--- src/rtl/la_dsync_hsctrl.sv ---
// Source side of a toggle-handshake CDC: holds each accepted word on data_out_o,
// toggles req_out_o, then waits for the synchronized ack toggle to match.

module la_dsync #(
    parameter int STAGES = 2
) (
    input  logic clk_i,
    input  logic in_i,
    output logic out_o
);
    // Deliberately unreset so the chain never sees a reset-induced edge.
    logic [STAGES-1:0] sync_q;

    always_ff @(posedge clk_i) begin
        sync_q <= {sync_q[STAGES-2:0], in_i};
    end

    assign out_o = sync_q[STAGES-1];
endmodule

// state  | meaning
// S_INIT | flushing ack chain, waiting for both sides to agree on the toggle level
// S_IDLE | ready to accept a word
// S_WAIT | request toggled, waiting for matching ack toggle
// S_ERR  | handshake timed out, waiting for clr_err_i
module la_dsync_hsctrl #(
    parameter int DW      = 32,
    parameter int STAGES  = 2,
    parameter int TIMEOUT = 0
) (
    input  logic          clk_i,
    input  logic          rst_i,
    input  logic          in_valid_i,
    input  logic [DW-1:0] in_data_i,
    output logic          in_ready_o,
    output logic          req_out_o,
    output logic [DW-1:0] data_out_o,
    input  logic          ack_in_i,
    output logic          done_o,
    output logic          busy_o,
    output logic          timeout_err_o,
    input  logic          clr_err_i
);
    localparam int FW = $clog2(STAGES + 1);
    localparam int TW = (TIMEOUT > 0) ? $clog2(TIMEOUT + 1) : 1;
    localparam logic [FW-1:0] FLUSH_N  = FW'(STAGES);
    localparam logic [TW-1:0] TMO_LAST = TW'(TIMEOUT - 1);
    localparam logic [TW-1:0] TMO_MAX  = '1;

    typedef enum logic [1:0] {S_INIT, S_IDLE, S_WAIT, S_ERR} state_t;

    state_t        state_q;
    logic [FW-1:0] flush_q;
    logic [TW-1:0] tmo_q;
    logic          req_q;
    logic [DW-1:0] data_q;
    logic          done_q;
    logic          terr_q;
    logic          ack_s;

    la_dsync #(.STAGES(STAGES)) u_ack_sync (
        .clk_i (clk_i),
        .in_i  (ack_in_i),
        .out_o (ack_s)
    );

    always_ff @(posedge clk_i) begin
        if (rst_i) begin
            state_q <= S_INIT;
            flush_q <= '0;
            tmo_q   <= '0;
            req_q   <= 1'b0;
            data_q  <= '0;
            done_q  <= 1'b0;
            terr_q  <= 1'b0;
        end else begin
            done_q <= 1'b0;
            case (state_q)
                S_INIT: begin
                    if (flush_q != FLUSH_N) flush_q <= flush_q + FW'(1);
                    if ((flush_q == FLUSH_N) && (ack_s == req_q)) state_q <= S_IDLE;
                end
                S_IDLE: begin
                    if (in_valid_i) begin
                        data_q  <= in_data_i;
                        req_q   <= ~req_q;
                        tmo_q   <= '0;
                        state_q <= S_WAIT;
                    end
                end
                S_WAIT: begin
                    if (tmo_q != TMO_MAX) tmo_q <= tmo_q + TW'(1);
                    // Completion wins over a timeout landing on the same edge.
                    if (ack_s == req_q) begin
                        done_q  <= 1'b1;
                        state_q <= S_IDLE;
                    end else if ((TIMEOUT > 0) && (tmo_q == TMO_LAST)) begin
                        terr_q  <= 1'b1;
                        state_q <= S_ERR;
                    end
                end
                S_ERR: begin
                    if (clr_err_i) begin
                        terr_q  <= 1'b0;
                        state_q <= S_IDLE;
                    end
                end
                default: state_q <= S_INIT;
            endcase
        end
    end

    assign in_ready_o    = (state_q == S_IDLE) & ~rst_i;
    assign busy_o        = (state_q != S_IDLE);
    assign req_out_o     = req_q;
    assign data_out_o    = data_q;
    assign done_o        = done_q;
    assign timeout_err_o = terr_q;
endmodule

--- config.mk ---
export PLATFORM = sky130hd
export DESIGN_NAME = la_dsync_hsctrl
export DESIGN_NICKNAME = d
export VERILOG_FILES = /design/src/rtl/la_dsync_hsctrl.sv
export SDC_FILE = /design/constraint.sdc
export NUM_CORES = 1
export LEC_CHECK = 0
export CELL_PAD_IN_SITES_DETAIL_PLACEMENT = 0
export CELL_PAD_IN_SITES_GLOBAL_PLACEMENT = 1
export CORE_MARGIN = 2
export CORE_UTILIZATION = 29
export CTS_CLUSTER_SIZE = 28
export DETAILED_ROUTE_END_ITERATION = 16
export GPL_TIMING_DRIVEN = 1
export PLACE_DENSITY_LB_ADDON = 0.1
export SYNTH_ARGS = -nofsm -noshare
export SYNTH_HDL_FRONTEND = slang
export SYNTH_HIERARCHICAL = 1
export SYNTH_SLANG_ARGS = --single-unit
--- constraint.sdc ---
create_clock -name clk_i -period 1.9 [get_ports clk_i]
set_clock_uncertainty 0.2 [all_clocks]
set_input_delay 0.285 -clock clk_i [delete_from_list [all_inputs] [get_ports clk_i]]
set_output_delay 0.285 -clock clk_i [all_outputs]
set_load 0.01 [all_outputs]
=== Word-level counts from Yosys, hierarchy flattened ===
Cells that the tools add are included.
W data, S select, Z words.

* Register bits: 40
* Latch bits: 0
* RAM bits: 0
* Bits in read-only memories: 0
* Output and inout port bits: 37
* Logic and storage cells: 34
* Memories: 0

* Add/subtract/negate cells: 1
* $mul: 0
* Div/mod/pow operators: 0
* Magnitude comparators: 0
* Equal/unequal tests: 11
* Shift operators: 0
* Multiplexer cells: 6
* Bitwise gates (word level): 4
* Reduce and logical (&&, ||, !) cells: 6

{| class="wikitable"
|+ Operators by type and width
! kind !! count
|-
| $ne A2 B2 Y1 const B || 5
|-
| $mux W2 || 4
|-
| $pmux W2 S4 || 1
|-
| $eq A2 B2 Y1 const B || 3
|-
| $reduce_and A2 Y1 || 2
|-
| $reduce_and A4 Y1 || 1
|-
| $not A1 Y1 || 3
|-
| $add A2 B1 Y2 const B || 1
|-
| $eq A2 B1 Y1 const B || 1
|-
| $logic_not A2 Y1 || 1
|-
| $ne A2 B1 Y1 const B || 1
|-
| $reduce_or A2 Y1 || 1
|-
| $and A1 B1 Y1 || 1
|-
| $eq A1 B1 Y1 || 1
|-
| $logic_and A1 B1 Y1 || 1
|-
| $mux W1 || 1
|}

=== Longest topological paths before layout ===
Gate-level depths: netlist (run 1).

* Depth after elaboration: 4
* Mapped depth: 6

=== Modules after synthesis ===
The synthesis (run 1) kept the hierarchy.

{| class="wikitable"
|+ By module, submodules not included
! module !! times used !! cells each !! area each (um^2) !! seq. area each (um^2)
|-
| la_dsync_hsctrl || 1 || 172 || 1,406.3 || 760.7
|-
| la_dsync || 1 || 2 || 40.0 || 40.0
|}

=== Worst setup path after synthesis (run 1) ===
No wires, ideal clock.

* Path kind: register -> register
* Start point: register state_q[1]
* End point: register data_q[10], in the netlist data_out_o[10]
* Setup time: 0.132 ns
* Arrival time: 0.957 ns
* Required time: 1.568 ns
* Setup slack: 0.611 ns
* Stages on the path, launching flop included: 6
* Buffers on the path: 2
* Path through: dfxtp_1 -> and3b_1 -> buf_4 -> buf_6 -> nand2_1 -> a21oi_1

* Cells in the longest elaborated chain, start to end: 2

{| class="wikitable"
|+ RTL lines
! what !! line !! text
|-
| from (decl) || 52 || <nowiki>state_t state_q;</nowiki>
|-
| from (signal assigned) || 69 || <nowiki>state_q <= S_INIT;</nowiki>
|-
| from (signal assigned) || 81 || <nowiki>if ((flush_q == FLUSH_N) && (ack_s == req_q)) state_q <= S_IDLE;</nowiki>
|-
| from (signal assigned) || 88 || <nowiki>state_q <= S_WAIT;</nowiki>
|-
| $eq A2 B1 Y1 || n/a ||
|-
| $reduce_and A2 Y1 (no line) || n/a ||
|-
| to (signal assigned) || 85 || <nowiki>data_q <= in_data_i;</nowiki>
|-
| to (decl) || 56 || <nowiki>logic [DW-1:0] data_q;</nowiki>
|}

Every way passes these cells.
A chain may end at the register's enable or synchronous reset.

=== Final worst setup path (run 1) ===
* Start point: register state_q[1]
* End point: output busy_o

* Cells in the longest elaborated chain, start to end: 1

{| class="wikitable"
|+ RTL lines
! what !! line !! text
|-
| $ne A2 B1 Y1 || 114 || <nowiki>assign busy_o = (state_q != S_IDLE);</nowiki>
|-
| to (decl) || 40 || <nowiki>output logic busy_o,</nowiki>
|}

Every way passes these cells.

==> results_dict.tcl, run 1 <==
set metrics [dict create \
    synth.yosys.warnings 6 \
    finalMaxSlewViolations 0 \
    cts_tree "done" \
    drive_gt1_share_pct 6.048 \
    vias_per_cell 4.229 \
    hold_buffers 0 \
    crit_required_ns 1.41 \
    clk_latency_ns 0.28 \
    outcome "complete, no violations" \
    ant_nets 0 \
    rsz0062_at_grt "false" \
    core_area_um2 4755 \
    cts_root_buffer "clkbuf_8" \
    rows 25 \
    synth.avg_cell_area_um2 8.313 \
    hold_violations 0 \
    cts_buffers 5 \
    peakVddDrop_uv 472.7 \
    die_w_um 74.62 \
    wl_per_cell_um 10.99 \
    initial_utilization_pct 30.42 \
    grt_pass1_vias 1182 \
    setup_viol 0 \
    setup_slack_ns 0.1626 \
    syn_nets 212 \
    cts_sinks 40 \
    pin_count 74 \
    hold_start "u_ack_sync/sync_q[0]$_DFF_P_" \
    syn_inst 174 \
    fill_cells 500 \
    synth-edff-count 0 \
    wl_um 3463 \
    start_kind "register" \
    final_util_pct 48.47 \
    gp_congestion 0.6932 \
    synth_area_leaders "dfxtp_1 (55%), nand2_1 (17%), a21oi_1 (12%)" \
    synth.cell_area_um2 1446 \
    period_share_pct 91.44 \
    clock.fmax_ghz 0.5756 \
    synthMostInstantiatedCell "nand2_1" \
    hpwl_um 2388 \
    pwr_density_cell_nw_per_um2 806.3 \
    chipHeight_um 74.62 \
    min_period_ns 1.737 \
    final_nets 286 \
    seq_area_frac_synth_pct 55.36 \
    port_buffers 72 \
    synth.top_cell.area_share_pct 55.36 \
    worst-path-max-fanout 2 \
    ys_async_sr_fraction_pct 0 \
    timing.rr.end "data_out_o[4]$_SDFFE_PP0P_" \
    r2r_start "state_q[1]$_SDFFE_PP0P_" \
    hold_depth 0 \
    cts_htree_levels 2 \
    antenna_found_initial 0 \
    dr.pass1.iters 4 \
    clockBufferDepth 2 \
    crit_start "state_q[1]$_SDFFE_PP0P_" \
    path_class "reg -> out" \
    yosysTopAreaCell "dfxtp_1" \
    grt_max_degree 39 \
    drc 0 \
    pre_cts_ws_ns 0.05225 \
    ys.flop_type "dfxtp_1" \
    grt_pass1_wl_um 5333 \
    setup_tns_ns 0 \
    track_usage_pct 12.74 \
    area_growth_pct 59.34 \
    critPathCaptureType "output pin" \
    via_count 1332 \
    ys_seq_elements 40 \
    final_cells 315 \
    dp_cells 308 \
    synth_cell_types 21 \
    r2r_slack_ns 0.48 \
    min_to "u_ack_sync/sync_q[1]$_DFF_P_" \
    yosys-top-cells-count "nand2_1 (64), dfxtp_1 (40), a21oi_1 (36)" \
    r2r_cells 5 \
    cp.arrival_ns 1.25 \
    overflow 0 \
    antennaDiodeCount 0 \
    drt_iter0_drc 23 \
    leakage_nw 0.8147 \
    cap_violations 0 \
    clk_pin_slew_worst_paths_ns 0.07 \
    die_area_um2 5568 \
    hold_path_class "reg -> reg" \
]
-- worst max-delay path, cell delays in order (launching register included) --
cell	delay (ns)
dfxtp_1	0.32
nand2b_1	0.11
clkdlybuf4s50_1	0.54
-- logic make-up after synthesis --
group	count (synthesis)	synth area share, %
adder cells (fa/ha/maj)	1	0.8649
AND/OR/NAND/NOR	75	21.19
buffers and inverters	15	6.487
XOR/XNOR	3	1.817
other	1	0.2593
AO/OA/AOI/OAI	39	14.01
flip-flops	40	55.36
-- state kept, by name, indices dropped and copies added, names as in the netlist --
register / flops
data_out_o: 32
done_o: 1
flush_q: 2
req_out_o: 1
state_q: 2
u_ack_sync/sync_q: 2
-- per-stage QoR --
step,hold WS (ns),area (um2),power (mW)
after floorplan,0.1096,1446,1.170
after global placement,0.1103,2225,1.362
after detailed placement,0.1200,2225,1.366
after CTS,0.1379,2302,1.902
after global routing,0.1470,2305,1.974
final,0.1328,2305,1.858
-- area by class of cell --
cell class / count / area, um2 / area share (%)
Multi-Input combinational cell: 119 / 551.8 / 23.94
Tap cell: 67 / 83.83 / 3.637
Sequential cell: 40 / 800.8 / 34.74
Timing Repair Buffer: 80 / 783.3 / 33.98
Inverter: 2 / 7.507 / 0.3257
Clock inverter: 1 / 5.005 / 0.2172
Clock buffer: 6 / 72.57 / 3.149
-- report_power, final --
group          internal [mW]  total, mW  switching [mW]
Clock                  0.250      0.518           0.269
Combinational          0.228      0.409           0.181
Sequential             0.900      0.931          0.0313
Total                   1.38       1.86           0.481
-- routing by layer --
metal | vias up | global-route usage (%) | part of all wire, %
met5 | - | 0 | 0
li1 | 701 | - | -
met1 | 576 | 15.54 | 47
met3 | 5 | 4.819 | 7.6
met2 | 50 | 20.26 | 44
met4 | 0 | 5.357 | 1.4
-- worst max path at each step --
stage                                  end  slack (ns)  depth (start not counted)
2_1_floorplan  data_out_o[10]$_SDFFE_PP0P_        0.61                          5
3_3_place_gp                    in_ready_o        0.04                          3
3_5_place_dp                    in_ready_o        0.05                          3
5_1_grt                             busy_o        0.10                          2
4_1_cts                         in_ready_o        0.04                          3
6_report                            busy_o        0.16                          2
-- layout by cell type (no fill, tap or decap) --
cell type        count
buf_4                8
conb_1               1
clkbuf_1             1
ha_1                 1
xor2_1               1
nand2_1             64
inv_1                2
nor3_2               1
a211oi_1             2
clkinv_2             1
dfxtp_1             40
clkbuf_8             5
nor2b_1              1
nand2b_1             1
and3b_1              1
nand3b_1             1
clkdlybuf4s50_1     71
nor4b_1              1
a21oi_1             36
nor2_1               5
xnor2_1              2
o21a_1               1
dlymetal6s2s_1       1
-- what timing repair did --
item / CTS / global route
endpoints found under the hold margin: 0 / 0
setup buffers: 0 / 0
endpoints found under the setup margin: 0 / 1
resized for setup: 0 / 1
Note: power is estimated with default switching activity, not from simulation.
==> run 2, diff against run 1 <==
--- a/config.mk
+++ b/config.mk
@@ -9,3 +9,3 @@
 export CELL_PAD_IN_SITES_GLOBAL_PLACEMENT = 1
-export CORE_MARGIN = 2
+export CORE_MARGIN = 4
 export CORE_UTILIZATION = 29
@@ -14,3 +14,3 @@
 export GPL_TIMING_DRIVEN = 1
-export PLACE_DENSITY_LB_ADDON = 0.1
+export PLACE_DENSITY = 0.92
 export SYNTH_ARGS = -nofsm -noshare
--- a/constraint.sdc
+++ b/constraint.sdc
@@ -4,2 +4,2 @@
 set_output_delay 0.285 -clock clk_i [all_outputs]
-set_load 0.01 [all_outputs]
+set_load 0.02 [all_outputs]
==> results_dict.tcl, run 2 (synthesis results as in run 1) <==
set metrics [dict create \
    outcome "complete, no violations" \
    r2r_start "state_q[0]$_SDFFE_PP0P_" \
    period_share_pct 95.85 \
    clockBufferDepth 2 \
    hold_start "u_ack_sync/sync_q[0]$_DFF_P_" \
    ant_nets 0 \
    crit_required_ns 1.41 \
    r2r_slack_ns 0.45 \
    overflow 0 \
    crit_path_max_incr_delay_ns 0.61 \
    worst_path_max_delay_cell "clkdlybuf4s50_1" \
    top_layer_used "met4" \
    area_growth_pct 59.43 \
    clk_pin_slew_worst_paths_ns 0.07 \
    core_area_um2 4786 \
    cts_root_buffer "clkbuf_8" \
    cts_tree "done" \
    antenna_found_initial 0 \
    cts_htree_levels 2 \
    pwr_density_cell_nw_per_um2 822.7 \
    track_usage_pct 12.24 \
    wl_met2_um 1660 \
    antennaDiodeCount 0 \
    cts_buffers 5 \
    final_util_pct 48.18 \
    comb_power_share_pct 23.3 \
    setup_tns_ns 0 \
    timing.rr.end "data_out_o[12]$_SDFFE_PP0P_" \
    critPathCaptureType "output pin" \
    start_kind "register" \
    swShare_pct 27.35 \
    leakage_nw 0.7985 \
    gp_congestion 0.6595 \
    drc 0 \
    clock.fmax_ghz 0.5491 \
    hold_violations 0 \
    hold_depth 0 \
    chipHeight_um 78.62 \
    vias_per_cell 4.248 \
    largest_reg_flops 32 \
    hpwl_um 2515 \
    die_w_um 78.62 \
    path_class "reg -> out" \
    wl_um 3619 \
    port_buffers 72 \
    hold_path_class "reg -> reg" \
    min_to "u_ack_sync/sync_q[1]$_DFF_P_" \
    grt_pass1_vias 1327 \
    initial_utilization_pct 30.22 \
    drt-met1-wl_um 1585 \
    power.switching_uw 518.8 \
    rsz0062_at_grt "false" \
    power.internal_mw 1.378 \
    wl_per_cell_um 11.53 \
    min_period_ns 1.821 \
    cp.arrival_ns 1.34 \
    grt_max_degree 39 \
    fill_cells 504 \
    seq_power_share_pct 49.0 \
    worst-path-max-fanout 2 \
    path_cells "nand2b_1, clkdlybuf4s50_1" \
    rows 25 \
    dr.pass1.iters 4 \
    drive_gt1_share_pct 5.668 \
    final_nets 285 \
    final_common_cell "clkdlybuf4s50_1" \
    grt_pass1_wl_um 5989 \
    mostFrequentLayoutCells "clkdlybuf4s50_1 (71), nand2_1 (64), dfxtp_1 (40)" \
    pin_count 74 \
    finalMaxSlewViolations 0 \
    wl_met3_um 349 \
    via_count 1334 \
    die_area_um2 6181 \
    power.share.clock_pct 27.7 \
    setup_viol 0 \
    cts_sinks 40 \
    cts_setup_buffers 0 \
    cap_violations 0 \
    clk_latency_ns 0.28 \
    drt_iter0_drc 49 \
    r2r_cells 5 \
    peakVddDrop_uv 484.6 \
]
## run 2: changes by cell type in the layout (fill, tap and decap cells not counted)
cell	before	now
buf_4	8	6
dlygate4sd2_1	0	1
dlymetal6s2s_1	1	0
buf_12	0	1
## run 2: worst max path at each step
stage / startpoint / to / slack [ns] / depth (start not counted)
floorplan: state_q[1]$_SDFFE_PP0P_ / in_ready_o / 0.49 / 2
global placement: rst_i / in_ready_o / -0.04 / 3
finish: state_q[1]$_SDFFE_PP0P_ / busy_o / 0.08 / 2
detailed placement: rst_i / in_ready_o / -0.05 / 3
CTS: state_q[1]$_SDFFE_PP0P_ / busy_o / 0.06 / 2
global route: state_q[1]$_SDFFE_PP0P_ / busy_o / 0.008 / 2
## run 2: worst max-delay path: cells and delay by family, from the launching register on
| family | cells | cell delay (ns) |
|---|---|---|
| buffers and inverters | 1 | 0.61 |
| DFF | 1 | 0.32 |
| and+or+nand+nor | 1 | 0.12 |
## run 2: power groups by stage
stage | sequential, mW | combinational [mW] | clock (mW)
final | 0.929 | 0.443 | 0.525
after global routing | 0.939 | 0.497 | 0.585
after CTS | 0.930 | 0.452 | 0.547
after detailed placement | 0.950 | 0.450 | 0
after global placement | 0.947 | 0.444 | 0
after floorplan | 0.991 | 0.211 | 0
## run 2: cell type report
| type | instances | area (um2) | area share [%] |
|---|---|---|---|
| clock inverter | 1 | 5.005 | 0.2170 |
| multi-input combinational | 119 | 551.8 | 23.93 |
| timing repair buffer | 79 | 784.5 | 34.02 |
| inverter | 2 | 7.507 | 0.3256 |
| tap | 67 | 83.83 | 3.635 |
| clock buffer | 6 | 72.57 | 3.147 |
| sequential | 40 | 800.8 | 34.73 |
## run 2: routing by layer
layer  track usage, %  up-vias
li1                 -      696
met5                0        -
met1            14.16      583
met2            20.71       51
met3            5.161        4
met4            3.147        0
## run 2: stage by stage
| stage | instances | hold WS, ns | cell area [um2] | setup slack (ns) | total power [mW] |
|---|---|---|---|---|---|
| finish | 314 | 0.1425 | 2306 | 0.07891 | 1.897 |
| global route | 314 | 0.1544 | 2306 | 0.007776 | 2.020 |
| detailed placement | 307 | 0.1254 | 2230 | -0.05075 | 1.400 |
| floorplan | 174 | 0.1096 | 1446 | 0.4878 | 1.202 |
| CTS | 314 | 0.1434 | 2306 | 0.05790 | 1.929 |
| global placement | 307 | 0.1100 | 2230 | -0.04453 | 1.391 |
## run 2: timing repair
item / 4_1_cts / 5_1_grt
setup endpoints to repair: 1 / 0
hold buffers: 0 / 0
resized for setup: 1 / 0
